==> config.mk <==
export PLATFORM = sky130hd
export DESIGN_NAME = rs_rx
export DESIGN_NICKNAME = d
export VERILOG_FILES = /design/src/rtl/rs_rx.sv
export SDC_FILE = /design/constraint.sdc
export NUM_CORES = 1
export LEC_CHECK = 0
export BUFFER_PORTS_ARGS = -buffer_cell sky130_fd_sc_hd__buf_2
export CAP_MARGIN = 20
export CORE_AREA = 2 2 63 65
export DETAILED_ROUTE_END_ITERATION = 12
export DIE_AREA = 0 0 65 67
export GPL_TIMING_DRIVEN = 0
export PLACE_DENSITY = 0.73
export SKIP_CTS_REPAIR_TIMING = 1
export SKIP_LAST_GASP = 1
export SLEW_MARGIN = 20
export SYNTH_ARGS = -nofsm -noshare
export SYNTH_HDL_FRONTEND = slang
export SYNTH_SLANG_ARGS = --single-unit
==> constraint.sdc <==
create_clock -name clk -period 1.66 [get_ports clk]
set_input_delay 0 -clock clk [delete_from_list [all_inputs] [get_ports clk]]
set_output_delay 0 -clock clk [all_outputs]
set_load 0.03 [all_outputs]
==> src/rtl/rs_rx.sv <==
// UART receiver: 8N1, LSB first, idle-high line; recovers bytes from the async rx pin.
// Latency: data/dataready land one cycle after the mid-stop-bit sample (T0+HALF+9*DIVIDER).
// Backpressure: none; each byte is strobed once and the consumer must take it that cycle.
module rs_rx #(
  parameter int DIVIDER = 434,
  parameter int HALF    = DIVIDER / 2
) (
  input  logic       clk,
  input  logic       rst,
  input  logic       rx,
  output logic [7:0] data,
  output logic       dataready,
  output logic       frame_err,
  output logic       busy
);

  localparam logic [15:0] HALF_END = 16'(HALF - 1);
  localparam logic [15:0] BIT_END  = 16'(DIVIDER - 1);

  typedef enum logic [2:0] {
    IDLE  = 3'd0,
    START = 3'd1,
    DATA  = 3'd2,
    STOP  = 3'd3,
    BRK   = 3'd4
  } state_t;

  state_t      state;
  state_t      state_nxt;
  logic        rx_meta;
  logic        rx_s;
  logic [15:0] cnt;
  logic [2:0]  bit_cnt;
  logic [7:0]  shreg;
  logic        half_hit;
  logic        bit_hit;
  logic        take_bit;
  logic        stop_good;
  logic        stop_bad;

  // Two-flop synchronizer; resets to the idle-high level so reset never fakes a start edge.
  always_ff @(posedge clk) begin
    if (rst) begin
      rx_meta <= 1'b1;
      rx_s    <= 1'b1;
    end else begin
      rx_meta <= rx;
      rx_s    <= rx_meta;
    end
  end

  assign half_hit = (cnt == HALF_END);
  assign bit_hit  = (cnt == BIT_END);

  // State register.
  always_ff @(posedge clk) begin
    if (rst) begin
      state <= IDLE;
    end else begin
      state <= state_nxt;
    end
  end

  // Next-state: start qualification at mid start bit, 8 data samples, stop check, break wait.
  always_comb begin
    state_nxt = state;
    case (state)
      IDLE:    if (!rx_s) state_nxt = START;
      START:   if (half_hit) state_nxt = rx_s ? IDLE : DATA;
      DATA:    if (bit_hit && (bit_cnt == 3'd7)) state_nxt = STOP;
      STOP:    if (bit_hit) state_nxt = rx_s ? IDLE : BRK;
      BRK:     if (rx_s) state_nxt = IDLE;
      default: state_nxt = IDLE;
    endcase
  end

  // Output/strobe decode from the current state.
  always_comb begin
    busy      = (state != IDLE);
    take_bit  = (state == DATA) && bit_hit;
    stop_good = (state == STOP) && bit_hit && rx_s;
    stop_bad  = (state == STOP) && bit_hit && !rx_s;
  end

  // Datapath: tick counter, bit counter, shift register and registered byte/strobes.
  always_ff @(posedge clk) begin
    if (rst) begin
      cnt       <= 16'd0;
      bit_cnt   <= 3'd0;
      shreg     <= 8'd0;
      data      <= 8'd0;
      dataready <= 1'b0;
      frame_err <= 1'b0;
    end else begin
      dataready <= stop_good;
      frame_err <= stop_bad;
      if (stop_good) data <= shreg;
      case (state)
        START: cnt <= half_hit ? 16'd0 : cnt + 16'd1;
        DATA,
        STOP:  cnt <= bit_hit ? 16'd0 : cnt + 16'd1;
        default: cnt <= 16'd0;
      endcase
      if (state == IDLE) begin
        bit_cnt <= 3'd0;
      end else if (take_bit) begin
        // Bit counter wraps to 0 after the eighth sample, ready for the next frame.
        shreg   <= {rx_s, shreg[7:1]};
        bit_cnt <= bit_cnt + 3'd1;
      end
    end
  end

endmodule

==> run_results.csv <==
group,metric,value,unit
critical_path,critPathMaxStageDelay,0.45,ns
clock_network,path_clk_slew,0.09,ns
clock_network,htree_levels,2,
synth,syn_nets,206,
detailed_routing,viasPerCell,5.43,
synth,synth.distinct_cells,43,
layout,drive_above_1_share,0.300,
layout,instances_no_fill,278,
pwr,internal_power,0.00132,W
sta,grt_setup_unrepaired,"true",
sta,setup-tns-final,-0.758,ns
synth,synth_top_cell_area_share,0.441,
critical_path,crit_chain,"nor4_4 -> nand4_1 -> or3_4 -> clkbuf_16 -> mux2i_1",
detailed_routing,wl_per_cell,13.9,µm
floorplan,die_h,67,µm
clock_network,tritoncts,"done",
placement,port_buffers,12,
synth,syn_area,1910,µm²
pwr,pwr-share-seq,0.582,
global_route,grt_pass1_wl,6180,µm
pwr,p_leak,1.04,nW
floorplan,dieArea,4360,µm²
synth,syn_inst,198,
synth,yosys.area.top_type,"dfxtp_1",
critical_path,path_class,"flip-flop to flip-flop",
flow_run,maxCapViolCount,0,
placement,dp_hpwl,2370,µm
critical_path,worst_ep_required_time,1.86,ns
critical_path,start_kind,"flip-flop",
floorplan,rows,22,
pwr,netSwitchingFraction,0.237,
critical_path,cp-end-kind,"flip-flop",
sta,setup_ws,-0.0692,ns
detailed_routing,postRouteAntennaNets,0,
floorplan,num_io_pins,14,
critical_path,slowest_stage,"or3_4",
synth,yosys_register_bits,42,
pwr,vdd_drop_max,505,µV
clock_network,clk_latency,0.31,ns
clock_network,clockRootBuffer,"clkbuf_8",
detailed_routing,drc_errors,0,
sta,skew,0.0113,ns
detailed_routing,drt_iter0_markers,84,
pwr,switchingPower,0.000410,W
clock_network,cts_buffers,5,
global_route,antenna_found_initial,0,
pwr,powerDensity,740,nW/µm²
synth,synth_seq_area_share,0.441,
synth,yosysWarnings,0,
sta,final.period_utilization,1.04,
critical_path,path_buf_inv,1,
sta,max-slew-margin-rel,0.709,
global_route,grt.total_usage,0.188,
worst_hold_path,hold_path_class,"input pin to flip-flop",
critical_path,critical_path.max_fanout,5,
sta,maxSlewViolCount,0,
global_route,grt_start_max_net_pins,15,
layout,syn2layout_area_growth,22.7,%
clock_network,clockBufferDepth,2,
detailed_routing,firstDrtPassIters,4,
floorplan,design.core.area,3610,µm²
placement,preCtsSetupSlack,-0.243,ns
layout,nets,237,
sta,fmax,578,MHz
critical_path,worst_ep_arrival_time,1.93,ns
critical_path,critPathTopFamily,"simple AND/OR/NAND/NOR gates",
global_route,grt_overflow_total,0,
placement,dp.cells,258,
layout,antennaDiodeCount,0,
pwr,p_total,0.00173,W
sta,period_needed,1.73,ns
global_route,grt_pass1_vias,1317,
pwr,clkPwrFrac,0.388,
outcome,outcome,"complete, but fails checks",
detailed_routing,routed_wl,3870,µm
sta,setup_viol,23,
pwr,p_comb_frac,0.030,
floorplan,die_w,65,µm
synth,synth.area.top_cells,"dfxtp_1 (44%), mux2i_1 (10%), xor2_1 (4.6%)",
clock_network,clock_sink_count,42,
placement,gp_congestion,0.755,
synth,syn_area_per_cell,9.63,µm²
layout,nFillCells,301,
detailed_routing,num_vias,1510,
sta,tightest_slew,0.436,ns
sta,finalHoldViolCount,0,
floorplan,start_util,0.529,
outcome,violations,"negative setup slack",
layout,fin_util,0.649,
## power groups by stage
stage / Clock [W] / Combinational (W) / Sequential, W
2_1_floorplan: 0 / 0.0000323 / 0.00103
3_3_place_gp: 0 / 0.0000426 / 0.00103
3_5_place_dp: 0 / 0.0000432 / 0.00103
4_1_cts: 0.000683 / 0.0000435 / 0.00101
5_1_grt: 0.000730 / 0.0000587 / 0.00101
6_report: 0.000671 / 0.0000526 / 0.00101
## worst register-to-register path: stages (launching register included)
cell	delay, ns
dfxtp_4	0.37
nor4_4	0.31
nand4_1	0.20
or3_4	0.45
clkbuf_16	0.18
mux2i_1	0.12
## Yosys cell counts (all sizes together)
library cell,n
a211oi,3
a21o,1
a21oi,2
a22oi,1
and2,2
and3,3
and3b,1
and4,3
and4b,1
buf,5
clkbuf,9
dfxtp,42
ha,5
inv,4
mux2,2
mux2i,19
nand2,22
nand2b,1
nand3,10
nand4,7
nor2,3
nor2b,3
nor3,15
nor3b,3
nor4,3
nor4bb,1
o2111a,1
o21ai,4
o22a,1
o22ai,1
o31ai,1
or2,2
or3,3
or4,2
xnor2,2
xor2,10
## area by class of cell
type                            count  area (µm²)  share of cell area
Buffer                             13        91.3              0.0390
Clock buffer                        5        68.8              0.0294
Clock inverter                      3        21.3             0.00909
Inverter                            4        15.0             0.00642
Multi-Input combinational cell    138        1040               0.444
Sequential cell                    42         858               0.367
Tap cell                           48        60.1              0.0257
Timing Repair Buffer               25         185              0.0791
## metal layers
metal,wire (µm),global-route usage
met5,0,0
met3,126,0.0405
met4,64,0.0798
met2,1870,0.303
met1,1810,0.241
## worst paths after layout
kind,from,to,slack (ns),depth (start not counted)
worst max-delay path,cnt[2]$_SDFF_PP0_,bit_cnt[1]$_SDFFE_PP0P_,-0.07,5
worst min-delay path,rst,dataready$_SDFF_PP0_,0.07,2
worst max register to register,cnt[2]$_SDFF_PP0_,bit_cnt[1]$_SDFFE_PP0P_,-0.07,5
worst min register to register,rx_meta$_SDFF_PP1_,rx_s$_SDFF_PP1_,0.43,1
## cell families (layout without fill, tap and decap cells)
group | Yosys count | after routing | synth area share
AND/OR/NAND/NOR | 85 | 85 | 0.255
flip-flops | 42 | 42 | 0.441
multiplexers | 21 | 21 | 0.112
buffers and inverters | 18 | 50 | 0.0466
AO/OA/AOI/OAI | 15 | 15 | 0.0584
XOR/XNOR | 12 | 12 | 0.0551
adder cells (fa/ha/maj) | 5 | 5 | 0.0328
## sequential cells by signal (all words and copies together) (netlist names)
register and count:
cnt 16, shreg 8, bit_cnt 3, rx_s 1, dataready 1, rx_meta 1
frame_err 1, data 8, state 3
## through the flow
stage | area [µm²] | hold slack, ns
finish | 2340 | 0.0659
global route | 2340 | 0.115
CTS | 2120 | -0.126
detailed placement | 2030 | 0.194
global placement | 2030 | 0.187
floorplan | 1910 | 0.104
## cells in the final DEF (no fill, tap or decap), types with 4 or more instances in the layout
cell      synthesis  routed
nor3_1           15      13
mux2i_1          19      19
clkbuf_1          9       6
buf_2             2      13
dfxtp_1          42      32
buf_4             1       9
ha_1              5       4
nand4_1           7       7
nand2_1          21      21
xor2_1           10      10
buf_6             2       5
clkbuf_8          0       5
nand3_1          10       9
dfxtp_2           0       8
Note: power is estimated with default switching activity, not from simulation.
